[src/rtl/seg7_pkg.sv]
// Shared types and constants for the 7-segment scan controller.
//   scan_state_e : DEAD (all enables off) / DRIVE (one digit lit)
//   SEG_BLANK    : segment pattern for a dark digit
//   SEG_GLYPH    : hex glyph table, entry n = {g,f,e,d,c,b,a} for nibble n
package seg7_pkg;

  typedef enum logic {
    DEAD  = 1'b0,
    DRIVE = 1'b1
  } scan_state_e;

  localparam logic [6:0] SEG_BLANK = 7'h00;

  // Entry 0 is the rightmost element: 0=3F ... F=71.
  localparam logic [15:0][6:0] SEG_GLYPH = {
    7'h71, 7'h79, 7'h5E, 7'h39, 7'h7C, 7'h77, 7'h67, 7'h7F,
    7'h07, 7'h7D, 7'h6D, 7'h66, 7'h4F, 7'h5B, 7'h06, 7'h3F
  };

endpackage

[src/rtl/seg7_hex_decoder.sv]
// Combinational hex-to-7-segment glyph lookup.
//   nib     in  4  hex digit value
//   glyph_c out 7  segments {g,f,e,d,c,b,a}, active high
module seg7_hex_decoder
  import seg7_pkg::*;
(
  input  logic [3:0] nib,
  output logic [6:0] glyph_c
);

  assign glyph_c = SEG_GLYPH[nib];

endmodule

[src/rtl/seg7_scan_ctrl.sv]
// Time-multiplexed N-digit 7-segment scan controller with dead time between
// digits and a frame-aligned valid/ready load buffer.
//   clk, rst_n   clock, async active-low reset
//   load_valid   new display value offered
//   load_ready   pending buffer free (registered)
//   load_data    4*N_DIGITS, nibble i = digit i
//   blank_mask   1 = force digit i dark (live)
//   lz_suppress  1 = blank leading zero digits (live)
//   seg          segments {g,f,e,d,c,b,a}, registered
//   an           one-hot digit enable, registered
//   frame_done   1-cycle pulse after the last slot of a frame
module seg7_scan_ctrl
  import seg7_pkg::*;
#(
  parameter int unsigned N_DIGITS    = 4,
  parameter int unsigned DIV_WIDTH   = 16,
  parameter int unsigned REFRESH_DIV = 50000,
  parameter int unsigned DEAD_CYC    = 64
) (
  input  logic                    clk,
  input  logic                    rst_n,
  input  logic                    load_valid,
  output logic                    load_ready,
  input  logic [4*N_DIGITS-1:0]   load_data,
  input  logic [N_DIGITS-1:0]     blank_mask,
  input  logic                    lz_suppress,
  output logic [6:0]              seg,
  output logic [N_DIGITS-1:0]     an,
  output logic                    frame_done
);

  localparam int unsigned IDX_W  = (N_DIGITS > 1) ? $clog2(N_DIGITS) : 1;
  localparam int unsigned DATA_W = 4 * N_DIGITS;

  localparam logic [DIV_WIDTH-1:0] CNT_LAST = DIV_WIDTH'(REFRESH_DIV - 1);
  localparam logic [DIV_WIDTH-1:0] CNT_DEAD = DIV_WIDTH'(DEAD_CYC);
  localparam logic [IDX_W-1:0]     IDX_LAST = IDX_W'(N_DIGITS - 1);

  logic [DIV_WIDTH-1:0] cnt_q, cnt_d;
  scan_state_e          state_q, state_d;
  logic [IDX_W-1:0]     idx_q, idx_d;
  logic [DATA_W-1:0]    act_q, act_d;
  logic [DATA_W-1:0]    pend_q, pend_d;
  logic                 pend_full_q, pend_full_d;
  logic                 load_ready_q, load_ready_d;
  logic [6:0]           seg_q, seg_d;
  logic [N_DIGITS-1:0]  an_q, an_d;
  logic                 frame_done_q, frame_done_d;

  logic                 tick;
  logic                 boundary;
  logic                 accept;
  logic [3:0]           nib;
  logic [6:0]           glyph_c;
  logic [N_DIGITS-1:0]  upper_zero;
  logic                 digit_dark;
  logic                 lit;

  assign nib = act_q[{idx_q, 2'b00} +: 4];

  seg7_hex_decoder u_dec (
    .nib     (nib),
    .glyph_c (glyph_c)
  );

  // upper_zero[i]: nibbles i..N_DIGITS-1 of the active value are all zero.
  always_comb begin
    upper_zero = '0;
    for (int i = 0; i < int'(N_DIGITS); i++) begin
      upper_zero[i] = ((act_q >> (4 * i)) == '0);
    end
  end

  // Next-state: prescaler, scan FSM, digit index, load buffer and outputs.
  always_comb begin
    cnt_d        = cnt_q;
    state_d      = state_q;
    idx_d        = idx_q;
    act_d        = act_q;
    pend_d       = pend_q;
    pend_full_d  = pend_full_q;
    load_ready_d = load_ready_q;
    seg_d        = SEG_BLANK;
    an_d         = '0;
    frame_done_d = 1'b0;

    tick     = (cnt_q == CNT_LAST);
    boundary = tick && (idx_q == IDX_LAST);
    accept   = load_valid && load_ready_q;

    cnt_d = tick ? '0 : cnt_q + DIV_WIDTH'(1);

    if (tick) begin
      idx_d = (idx_q == IDX_LAST) ? '0 : idx_q + IDX_W'(1);
    end

    // DEAD is left once the next count reaches the dead-time length.
    case (state_q)
      DEAD: begin
        if ((DEAD_CYC == 0) || (cnt_d == CNT_DEAD)) state_d = DRIVE;
      end
      DRIVE: begin
        if (tick) state_d = (DEAD_CYC == 0) ? DRIVE : DEAD;
      end
      default: state_d = DEAD;
    endcase

    // Apply pending first so a same-cycle accept refills the buffer.
    if (boundary && pend_full_q) begin
      act_d       = pend_q;
      pend_full_d = 1'b0;
    end
    if (accept) begin
      pend_d      = load_data;
      pend_full_d = 1'b1;
    end
    load_ready_d = !pend_full_d;
    frame_done_d = boundary;

    // Digit 0 is never leading-zero suppressed.
    digit_dark = blank_mask[idx_q] ||
                 (lz_suppress && (idx_q != '0) && upper_zero[idx_q]);
    lit        = (state_q == DRIVE) && !digit_dark;
    if (lit) begin
      seg_d = glyph_c;
      an_d  = N_DIGITS'(1) << idx_q;
    end
  end

  // State and output registers.
  always_ff @(posedge clk or negedge rst_n) begin
    if (!rst_n) begin
      cnt_q        <= '0;
      state_q      <= DEAD;
      idx_q        <= '0;
      act_q        <= '0;
      pend_q       <= '0;
      pend_full_q  <= 1'b0;
      load_ready_q <= 1'b1;
      seg_q        <= SEG_BLANK;
      an_q         <= '0;
      frame_done_q <= 1'b0;
    end else begin
      cnt_q        <= cnt_d;
      state_q      <= state_d;
      idx_q        <= idx_d;
      act_q        <= act_d;
      pend_q       <= pend_d;
      pend_full_q  <= pend_full_d;
      load_ready_q <= load_ready_d;
      seg_q        <= seg_d;
      an_q         <= an_d;
      frame_done_q <= frame_done_d;
    end
  end

  assign load_ready = load_ready_q;
  assign seg        = seg_q;
  assign an         = an_q;
  assign frame_done = frame_done_q;

endmodule

[config.mk]
export PLATFORM = sky130hd
export DESIGN_NAME = seg7_scan_ctrl
export DESIGN_NICKNAME = d
export VERILOG_FILES = /design/src/rtl/seg7_pkg.sv /design/src/rtl/seg7_hex_decoder.sv /design/src/rtl/seg7_scan_ctrl.sv
export SDC_FILE = /design/constraint.sdc
export NUM_CORES = 1
export LEC_CHECK = 0
export ABC_AREA = 0
export CAP_MARGIN = 20
export CORE_ASPECT_RATIO = 1.5
export CORE_UTILIZATION = 55
export CTS_CLUSTER_SIZE = 40
export DETAILED_ROUTE_END_ITERATION = 6
export HOLD_SLACK_MARGIN = 0.15
export PLACE_DENSITY = 0.78
export SLEW_MARGIN = 20
export SYNTH_ARGS = -nofsm -noshare
export SYNTH_HDL_FRONTEND = slang
export SYNTH_SLANG_ARGS = --single-unit
[constraint.sdc]
create_clock -name clk -period 3.55 [get_ports clk]
set_clock_uncertainty 0.05 [all_clocks]
set_input_delay 0.355 -clock clk [delete_from_list [all_inputs] [get_ports clk]]
set_output_delay 0.355 -clock clk [all_outputs]
set_load 0.03 [all_outputs]
# Word level (Yosys, flattened, before mapping)
# Memory sizes are Yosys's and may differ from the RTL's.
# Index checks and enable logic that the tools add are counted.
# W data, S select, Z words.
[classes] n_bitwise=1 n_eq_ne=3 n_lt_le_gt_ge=2 n_mux=14 shift=2 reduce_logical=14 n_addsub=2
[ops] cell="$logic_not A16 Y1" count=4
[ops] cell="$add A16 B1 Y16 const B" count=1
[ops] cell="$eq A16 B16 Y1 const B" count=1
[ops] cell="$eq A16 B7 Y1 const B" count=1
[ops] cell="$mux W16" count=1
[ops] cell="$shiftx A16 B5 Y4" count=1
[ops] cell="$mux W7" count=2
[ops] cell="$logic_and A1 B1 Y1" count=6
[ops] cell="$mux W1" count=6
[ops] cell="$lt A4 B5 Y1 const B" count=1
[ops] cell="$bmux W1 S2" count=2
[ops] cell="$mux W4" count=1
[ops] cell="$shl A1 B2 Y4 const A" count=1
[ops] cell="$lt A2 B3 Y1 const B" count=1
[ops] cell="$add A2 B1 Y2 const B" count=1
[ops] cell="$eq A2 B2 Y1 const B" count=1
[ops] cell="$logic_not A1 Y1" count=2
[ops] cell="$mux W2" count=1
[ops] cell="$pmux W1 S2" count=1
[ops] cell="$reduce_bool A2 Y1" count=1
[ops] cell="$logic_or A1 B1 Y1" count=1
[ops] cell="$not A1 Y1" count=1
[totals] out_inout_bits=13 wordCells=49 mem_count=1 register_bits=65 in_bits=24 mem_bits_ro=112
[memory_table] memory="(no name shown)" depth=16 width=7 read_ports=1 rd_clocked_by_memory_dff=0 wr=0 line="seg7_hex_decoder.sv:11" source="assign glyph_c = SEG_GLYPH[nib];"

# Depth between registers and ports, before layout
[depth] word_depth=8 mapped_depth=9 ltp_nobuf=7

# Modules after synthesis
# A second synthesis with hierarchy kept.
[hier_totals] hier_cells=264 area_unflattened_um2=3174.3
[by_module_without_submodules] module="seg7_scan_ctrl" area_per_inst_um2=2906.5 instances=1 cells_per_inst=226
[by_module_without_submodules] module="seg7_hex_decoder" area_per_inst_um2=267.8 instances=1 cells_per_inst=38

# Least setup slack after synthesis
# Ideal clock, no wire load.
[synth_path] path_type="register to register" from="register idx_q[0]" to="register seg_q[3], in the netlist seg[3]" path_buffers=1 path_slack_ps=1436 arrival_time_ps=1940 required_time_ps=3376 synth_period_minus_slack_ps=2114 setup_ps=124 path_stages_with_launch=7 cell_sequence="dfrtp_1 -> buf_2 -> mux4_2 -> inv_1 -> ha_1 -> nor3b_1 -> o31a_1"
[synth_between] elab_chain_len=7 word_cells_on_any_way=14
[synth_rtl] element="from (decl)" line="seg7_scan_ctrl.sv:41" source="logic [IDX_W-1:0] idx_q, idx_d;"
[synth_rtl] element="from (signal assigned)" line="seg7_scan_ctrl.sv:146" source="idx_q <= idx_d;"
[synth_rtl] element="parallel branches: the longest is 6 deep, another holds $mem_v2 Z16 W7"
[synth_rtl] element="$mux W7 *" line="seg7_scan_ctrl.sv:124" source="if (lit) begin"
[synth_rtl] element="named net seg_d[3]" line="seg7_scan_ctrl.sv:46" source="logic [6:0] seg_q, seg_d;"
[synth_rtl] element="to (signal assigned)" line="seg7_scan_ctrl.sv:151" source="seg_q <= seg_d;"
[synth_rtl] element="to (decl)" line="seg7_scan_ctrl.sv:46"
# Mark *: on every way through the listed nets, which the timed path passes. The select of a mux whose other input is x is not followed.
# A chain may end at the register's enable or synchronous reset.

# Worst setup path in the final report
[layout_path] from="register idx_q[0]" to="register seg_q[1], in the netlist seg[1]"
# Same word-level chain as after synthesis.

==> results.py <==
metrics = {
    "outcome": {
        "status": "finished, final reports clean",
    },
    "global_route": {
        "use_met2": 0.334,
        "grt_pass1_wl_um": 10300,
        "overflow": 0,
        "met3_usage": 0.0329,
        "antenna_found_initial": 0,
        "grt_max_degree": 34,
        "busiest_layer": "met2",
        "grt_pass1_vias": 2209,
        "gr-usage-met1": 0.278,
        "grt_usage": 0.213,
    },
    "yosys": {
        "synth_edf_count": 0,
        "synth_cells": 279,
        "synth.avg_cell_area_um2": 12.0,
        "syn_nets": 315,
        "synth_seq_cells": 65,
        "synthesis.area_mm2": 0.00335,
        "synth_warnings": 0,
        "synth_cell_types": 57,
        "synth-async-reset-ratio": 1.00,
        "ys_seq_area_frac": 0.486,
        "synthFlopType": "dfrtp_1",
    },
    "placed_design": {
        "postPlaceCellArea_mm2": 0.00368,
        "gp_congestion": 0.858,
        "dp_slack_ns": 1.01,
        "placed_cells": 370,
        "port_buffers": 36,
        "dp_hpwl_um": 4410,
    },
    "floorplanning": {
        "die_x_um": 65.7,
        "core_area_mm2": 0.00583,
        "start_util": 0.574,
        "die_area_mm2": 0.00641,
        "die_y_um": 97.5,
        "ios": 37,
        "rows": 34,
    },
    "clock_network": {
        "ctsLongestPathBuffers": 2,
        "clkLatencyLatePin_ns": 0.34,
        "root_buffer": "clkbuf_8",
        "clkTransAtPathRegs_ns": 0.08,
        "cts_tree": "done",
        "htree_num_levels": 3,
        "cts_resized": 0,
        "post_cts_buffers": 0,
        "cts_buffers": 9,
        "clock_sinks": 65,
    },
    "pwr": {
        "power_w": 0.00155,
        "power.density_mw_per_mm2": 394,
        "vdd_ir_drop_max_mv": 0.280,
        "p_leak_nw": 1.78,
    },
    "routing": {
        "routed_wl_um": 6010,
        "first_pass_iters": 4,
        "drc": 0,
        "wl_per_cell_um": 15.5,
        "num_vias": 2276,
        "initialDrtViolationCount": 159,
        "vias_per_cell": 5.88,
        "final_antenna_net_count": 0,
    },
    "setup_path": {
        "cp_max_fo": 11,
        "path_class": "register to register",
        "arrival_ns": 2.69,
        "reg2reg_slack_ns": 1.09,
        "reg2reg_depth": 3,
        "end_kind": "register",
        "startpoint_type": "register",
        "required_ns": 3.78,
    },
    "final_layout": {
        "nNetsFinal": 346,
        "instances_no_fill": 387,
        "design_area_mm2": 0.00394,
        "antenna_cells": 0,
        "n_fill_cell": 441,
        "syn_to_final_growth_pct": 17.8,
        "drive_gt1_frac": 0.200,
    },
    "sta": {
        "fmax_mhz": 407,
        "setup_ws_ns": 1.09,
        "setup_viol": 0,
        "relSlewSlack": 0.336,
        "rsz0062_at_grt": "false",
        "slew_violations": 0,
        "hold_viol": 0,
        "tightest_slew_ns": 0.994,
        "tns_ns": 0,
        "fin_crit_sh": 0.692,
        "min_period_ns": 2.46,
    },
    "worst_hold_path": {
        "min_path_type": "register to register",
        "hold_path_depth": 1,
    },
    "flow_run": {
        "cap_viol_max_count": 0,
    },
}
==> cells by family after synthesis <==
kind of cell | after synthesis | synth area share
buf+inv | 25 | 0.0422
simple gates | 96 | 0.169
compound gates | 29 | 0.0651
mux | 39 | 0.159
xor+xnor | 13 | 0.0340
fa+ha+maj | 12 | 0.0449
flops | 65 | 0.486
==> cells in the final DEF (no fill, tap or decap), types with 3 or more instances in the layout <==
master           Yosys  final
mux2_4              10     10
nor2b_1              3      3
o221a_2              4      4
inv_1                7      7
bufinv_16            0      3
mux4_2               5      5
nand2b_1             3      3
and3_1               5      5
ha_1                12     12
and2_1               7      7
nor3_1               8      8
dfrtp_1             64     64
xnor2_1              7      7
nand3_1              5      5
inv_6                0      3
nand4_1              9      9
xor2_1               6      6
nor2_1              17     17
mux2_2              20     20
nor3b_1              4      4
a21oi_1              3      3
clkdlybuf4s50_1      0     35
and4_1               4      4
clkbuf_8             0      9
nand2_1             12     12
nor4_1               6      6
o21ai_0              6      6
==> final timing paths <==
check                                 end  startpoint
worst min register to register   act_q[0]   pend_q[0]
worst max-delay path               seg[1]    idx_q[0]
max in group asynchronous       act_q[12]       rst_n
min in group asynchronous        cnt_q[7]       rst_n
worst min-delay path             act_q[0]   pend_q[0]
worst max register to register     seg[1]    idx_q[0]
==> per-layer routing <==
| layer | vias up | wire length, µm |
|---|---|---|
| met2 | 63 | 3030 |
| met3 | 14 | 205 |
| met5 | - | 0 |
| li1 | 1081 | - |
| met1 | 1118 | 2630 |
| met4 | 0 | 145 |
==> synth_stat cells, types with 2 or more instances <==
cell type / instances / share of area
dfrtp_1: 64 / 0.48
mux2_2: 20 / 0.067
nor2_1: 17 / 0.019
ha_1: 12 / 0.045
nand2_1: 12 / 0.013
mux2_4: 10 / 0.045
nand4_1: 9 / 0.017
buf_2: 8 / 0.012
nor3_1: 8 / 0.012
and2_1: 7 / 0.013
inv_1: 7 / 0.0079
xnor2_1: 7 / 0.018
nor4_1: 6 / 0.011
o21ai_0: 6 / 0.0090
xor2_1: 6 / 0.016
and3_1: 5 / 0.0093
mux4_2: 5 / 0.034
nand3_1: 5 / 0.0075
and4_1: 4 / 0.010
clkbuf_1: 4 / 0.0045
nor3b_1: 4 / 0.0090
o221a_2: 4 / 0.013
a21oi_1: 3 / 0.0045
nand2b_1: 3 / 0.0056
nor2b_1: 3 / 0.0056
a31oi_1: 2 / 0.0037
and3b_1: 2 / 0.0052
buf_6: 2 / 0.0067
clkbuf_2: 2 / 0.0030
mux2_1: 2 / 0.0067
mux2i_1: 2 / 0.0060
o22ai_1: 2 / 0.0037
o31a_1: 2 / 0.0052
==> stage by stage <==
step	utilization	hold slack, ns
after floorplan	-	0.00941
after global placement	0.632	0.390
after detailed placement	0.632	0.410
after CTS	0.677	0.447
after global routing	0.677	0.471
final	0.677	0.444
==> what timing repair did <==
action                                 in CTS  in global routing
hold buffers                                1                  0
endpoints found under the hold margin      31                  0
setup endpoints to repair                   0                  0
==> where the power goes <==
group	total (W)	internal (W)	switching (W)	leakage, nW
registers	0.000740	0.000740	0	0.885
clock network	0.000774	0.000475	0.000299	0.125
logic	0.0000405	0.0000236	0.0000168	0.773
==> layout make-up <==
cell class / instances / area, µm² / share of cell area
multi-input combinational: 189 / 1580 / 0.400
inverter: 7 / 26.3 / 0.00666
clock inverter: 7 / 125 / 0.0317
tap: 72 / 90.1 / 0.0228
timing repair buffer: 38 / 373 / 0.0945
sequential: 65 / 1630 / 0.413
clock buffer: 9 / 124 / 0.0314
==> worst max-delay path: stages (launching register included) <==
cell and delay (ns):
dfrtp_1 0.60, mux4_2 0.57, nor3b_1 0.83, o221a_2 0.35
==> state kept, by name, indices dropped and copies added, names as in the netlist <==
register,count
act_q,16
an,4
state_q,1
idx_q,2
pend_full_q,1
cnt_q,16
seg,7
load_ready,1
pend_q,16
frame_done,1
Power figures use the tool's default switching activity.
==> variant 1, RTL diff (same settings) <==
The parameter `DIV_WIDTH` goes from 16 to 18.
--- a/src/rtl/seg7_scan_ctrl.sv
+++ b/src/rtl/seg7_scan_ctrl.sv
@@ -15,3 +15,3 @@
   parameter int unsigned N_DIGITS    = 4,
-  parameter int unsigned DIV_WIDTH   = 16,
+  parameter int unsigned DIV_WIDTH   = 18,
   parameter int unsigned REFRESH_DIV = 50000,
Formal check against the unedited RTL: no difference found for any inputs over 10 cycles, from zero or initial values and one cycle with rst_n low; that may be too few to reach the edited logic, so the function may still have changed.
==> variant 1 against the original RTL <==
Synthesized cell count increased by 0.36%. Sequential cell count is 2 higher. Routed wire length grew 7.6%. Critical path depth rose by 4. Highest routed layer unchanged. Largest cell class unchanged. Largest power group is now sequential cells. Final area decreased by 0.76%. Combinational power rose by 4%. Total power is 9.9% lower. Setup slack got worse by 0.22 ns. Synthesized area is 0.56% lower. Critical path type unchanged. Non-clock buffer count increased by 2. Sequential share of layout area rose by 1.6 points.
==> variant 1: results (changes against the original RTL) <==
[layout]
fin_nets=351  ; was 346
fillers=447  ; was 441
drive_gt1_share_pct=20.0  ; unchanged
post-route-util_pct=67.2  ; was 67.7%
top_regs=cnt_q x18, act_q x16, pend_q x16  ; was act_q x16, cnt_q x16, pend_q x16
fin_cells=392  ; was 387

[grt]
track_usage_pct=23.3  ; was 21.3%
antenna_found_initial=0  ; unchanged
grt_max_degree=28  ; was 34
grt_pass1_wl_um=11100  ; was 10300 um
grt_pass1_vias=2346  ; was 2209

[min_path]
hp-class=register to register  ; unchanged

[yosys]
synth_nets=314  ; was 315
synth_area_leaders=dfrtp_1 50%, mux2_2 7.4%, mux2_4 4.5%  ; was dfrtp_1 48%, mux2_2 6.7%, ha_1 4.5%
yosys-top-cells-count=66 x dfrtp_1, 22 x mux2_2, 20 x nand2_1, 16 x nor2_1  ; was 64 x dfrtp_1, 20 x mux2_2, 17 x nor2_1, 12 x ha_1, 12 x nand2_1
synth.avg_cell_area_um2=11.9  ; was 12.0 um^2
ys_seq_area_share_pct=50.4  ; was 48.6%
yosysWarningCount=0  ; unchanged
ys_types=46  ; was 57

[run_status]
status=finished, final reports clean  ; unchanged

[pwr]
p_leak_nw=1.82  ; was 1.78 nW
p_seq_mw=0.763  ; was 0.740 mW
p_total_mw=1.40  ; was 1.55 mW
peakVddDrop_v=0.000244  ; was 0.000280 V
combPwrFrac_pct=3.0  ; was 2.6%
internal_power_mw=1.12  ; was 1.24 mW

[placed_design]
hpwl_um=4840  ; was 4410 um
place_inst=377  ; was 370
gp_congestion=0.898  ; was 0.858
placed_area_um2=3720  ; was 3680 um^2
dp_slack_ns=0.848  ; was 1.01 ns

[timing]
relSlewSlack_pct=32.3  ; was 33.6%

[route]
drt-pass1-iter-count=4  ; unchanged
viasPerCell=5.90  ; was 5.88
drtIter0Drc=205  ; was 159
wire_per_inst_um=16.5  ; was 15.5 um

[worst_setup_path]
critPathMaxFanout=11  ; unchanged
arrival_ns=2.85  ; was 2.69 ns
critPathSlowestCell=or4b_2  ; was nor3b_1
critPathMaxStageDelay_ns=0.60  ; was 0.83 ns

[cts]
cts_root_buf=clkbuf_8  ; unchanged
clk_pin_slew_ns=0.07
htreeDepth=3  ; unchanged
clock_path_buffers=2  ; unchanged
clk-insertion-delay-late_ns=0.34  ; about the same
cts_buffers=9  ; unchanged
ctsResizeCount=0  ; unchanged

[flow_run]
maxCapViolations=0  ; unchanged

variant 1: repair_timing:
item                                   4_1_cts  5_1_grt
buffers inserted                             0        0
hold buffers                                 1        0
endpoints found under the hold margin       24        0
variant 1: final cells by class:
type / instances / share of cell area, %
Clock inverter: 3 / 1.02
Tap cell: 72 / 2.30
Inverter: 10 / 0.959
Clock buffer: 11 / 3.61
Multi-Input combinational cell: 189 / 39.3
Sequential cell: 67 / 42.9
Timing Repair Buffer: 40 / 9.91
variant 1: path summary, 6_finish.rpt:
path                       startpoint          end  slack [ns]  cells after the start
min                         cnt_q[17]    cnt_q[17]        0.45                      1
min reg2reg                 cnt_q[17]    cnt_q[17]        0.45                      1
min in group asynchronous       rst_n    cnt_q[17]        0.51                      2
max in group asynchronous       rst_n  pend_full_q        2.22                      3
max reg2reg                  idx_q[0]        an[0]        0.87                      7
max                          idx_q[0]        an[0]        0.87                      7
variant 1: cell families (layout without fill, tap and decap cells):
kind of cell    Yosys count  after routing  share of synthesized area (%)
buf+inv                  24             64                           3.35
simple gates             94             94                           16.3
mux                      39             39                           15.9
fa+ha+maj                10             10                           3.76
compound gates           30             30                           6.02
xor+xnor                 16             16                           4.21
flops                    67             67                           50.4
variant 1: routing by layer:
layer	track usage (%)	routed length [um]	part of all wire, %	vias to the layer above
li1	-	-	-	1074
met1	27.2	2590	40	1158
met2	39.3	3430	53	66
met3	3.17	203	3.1	16
met4	14.5	241	3.7	0
met5	0	0	0	-
variant 1: worst reg2reg max path: cells and delay by family, from the launching register on:
family / cells / cell delay (ns)
AND/OR/NAND/NOR: 4 / 1.38
buffers and inverters: 1 / 0.17
AO/OA/AOI/OAI: 1 / 0.14
flip-flops: 1 / 0.59
adder cells (fa/ha/maj): 1 / 0.25
==> variant 2, RTL diff (same flow settings) <==
Without the edit above. Reset style: synchronous (`rst_n`), changed in one clocked block. Comments in the files are not updated.
--- a/src/rtl/seg7_scan_ctrl.sv
+++ b/src/rtl/seg7_scan_ctrl.sv
@@ -130,3 +130,3 @@
   // State and output registers.
-  always_ff @(posedge clk or negedge rst_n) begin
+  always_ff @(posedge clk) begin
     if (!rst_n) begin
Formal check against the unedited RTL: differs if rst_n is asserted again (counterexample within 4 cycles, from zero or initial values and one cycle with rst_n low); with rst_n held inactive, the same outputs for 10 cycles.
==> variant 2 against the original RTL <==
Sequential cell count stayed put. Setup slack got worse by 0.0078 ns. Fmax shrank 0.32%. Synthesized area shrank 8.7%. Global-route usage increased by 2.7 points. Routed wire length grew 6.2%. Total power grew 4.0%. Die area shrank 8.5%. Critical endpoint is now seg[3]. Largest power group unchanged. Final area decreased by 7.7%.
==> variant 2: results (changes against the original RTL) <==
[worst_setup_path]
worstSetupStartpoint=idx_q[0]  ; unchanged
reg2reg_slack_ns=1.09
cp_top_family=multiplexers  ; was simple AND/OR/NAND/NOR gates
worstReg2RegEnd=seg[3]  ; was seg[1]
r2r_cells=6  ; was 3
critPathMaxStageDelay_ns=0.71  ; was 0.83 ns
setup.worst_path.end_class=register  ; unchanged
critPathMaxFanout=13  ; was 11
critPathSlowestCell=dfxtp_1  ; was nor3b_1
arrival_ns=2.66  ; was 2.69 ns

[route]
drtIter0Drc=142  ; was 159
met1Wirelength_um=2530  ; was 2630 um
wl_met3_um=228  ; was 205 um
viasPerCell=5.58  ; was 5.88
drt_wl_total_um=6380  ; was 6010 um
dr_wl_met2_um=3400  ; was 3030 um

[pwr]
swShare_pct=22.4  ; was 20.3%
peakVddDrop_v=0.000275  ; was 0.000280 V
p_leak_nw=1.30  ; was 1.78 nW

[yosys]
synth_nets=387  ; was 315
ys_types=48  ; was 57
ys_seq_area_share_pct=42.6  ; was 48.6%
yosys-top-cells-count=74 x nand2_1, 65 x dfxtp_1, 29 x a21oi_1, 27 x nor2_1  ; was 64 x dfrtp_1, 20 x mux2_2, 17 x nor2_1, 12 x ha_1, 12 x nand2_1
synth_area_leaders=dfxtp_1 43%, nand2_1 9.1%, a21oi_1 4.8%  ; was dfrtp_1 48%, mux2_2 6.7%, ha_1 4.5%
synthArstFlopShare_pct=0  ; was 100%
synth_ff_type=dfxtp_1  ; was dfrtp_1

[min_path]
hold_depth=2  ; was 1
hp-class=register to register  ; unchanged
holdCritStartpoint=pend_q[14]  ; was pend_q[0]
min_delay_worst_endpoint=act_q[14]  ; was act_q[0]

[cts]
cts_buffers=9  ; unchanged
cts_root_buf=clkbuf_8  ; unchanged
postCtsSetupRepairBufs=0  ; unchanged

[placed_design]
hpwl_um=4670  ; was 4410 um
gp_congestion=0.914  ; was 0.858
placed_area_um2=3390  ; was 3680 um^2
port-buffer-count=36  ; unchanged

[grt]
grt_pass1_vias=2462  ; was 2209
grt_pass1_wl_um=10800  ; was 10300 um
track_usage_pct=24.0  ; was 21.3%
grt_max_degree=38  ; was 34
antenna_found_initial=0  ; unchanged

[layout]
drive_gt1_share_pct=13.5  ; was 20.0%
fillers=433  ; was 441
top_regs=act_q x16, cnt_q x16, pend_q x16  ; unchanged
fin_nets=415  ; was 346

[timing]
setup-tns-final_ns=0  ; unchanged
post-route-period-util_pct=69.4  ; was 69.2%
relSlewSlack_pct=48.0  ; was 33.6%
whs_ns=0.399  ; was 0.444 ns

[run_status]
status=finished, final reports clean  ; unchanged

-- variant 2: changes by cell type after synthesis, moves of 11 or more --
cell and delta:
a21oi_1 +26, mux2_2 -20, nand2_2 +11, nand2_1 +62
dfrtp_1 -64, dfxtp_1 +65
-- variant 2: cell type report --
cell class,count,area (um^2),area share [%]
timing repair buffer,37,368,10.1
clock inverter,7,124,3.40
tap,68,85.1,2.34
sequential,65,1300,35.8
clock buffer,9,124,3.40
inverter,10,37.5,1.03
multi-input combinational,257,1600,44.0
-- variant 2: layer usage --
layer | GRT usage (%) | up-vias
li1 | - | 1256
met2 | 44.9 | 62
met4 | 13.0 | 0
met1 | 23.1 | 1190
met3 | 7.07 | 20
met5 | 0 | -
-- variant 2: kinds of logic (layout without fill, tap and decap cells) --
logic type	Yosys count	count (layout)	share of synthesized area, %
compound gates	60	60	12.6
simple gates	160	160	25.8
xor+xnor	16	16	4.59
fa+ha+maj	11	11	4.51
flops	65	65	42.6
buf+inv	30	63	5.00
mux	10	10	4.92
-- variant 2: stage by stage --
stage	utilization, %	std cells
final	69.4	453
after global routing	69.4	453
after CTS	69.4	453
after detailed placement	64.7	437
after global placement	64.7	437
after floorplan	-	352
-- variant 2: worst register-to-register path, stage by stage, from the launching register on --
cell	delay [ns]
dfxtp_1	0.71
mux4_2	0.65
inv_1	0.17
ha_1	0.30
mux2i_1	0.18
o221ai_1	0.15
nor2b_1	0.15
-- variant 2: power groups by stage --
stage,clock network [mW],logic (mW),registers (mW)
2_1_floorplan,0,0.0395,0.771
3_3_place_gp,0,0.0732,0.774
3_5_place_dp,0,0.0740,0.774
4_1_cts,0.791,0.0746,0.757
5_1_grt,0.820,0.0824,0.760
6_report,0.786,0.0739,0.758
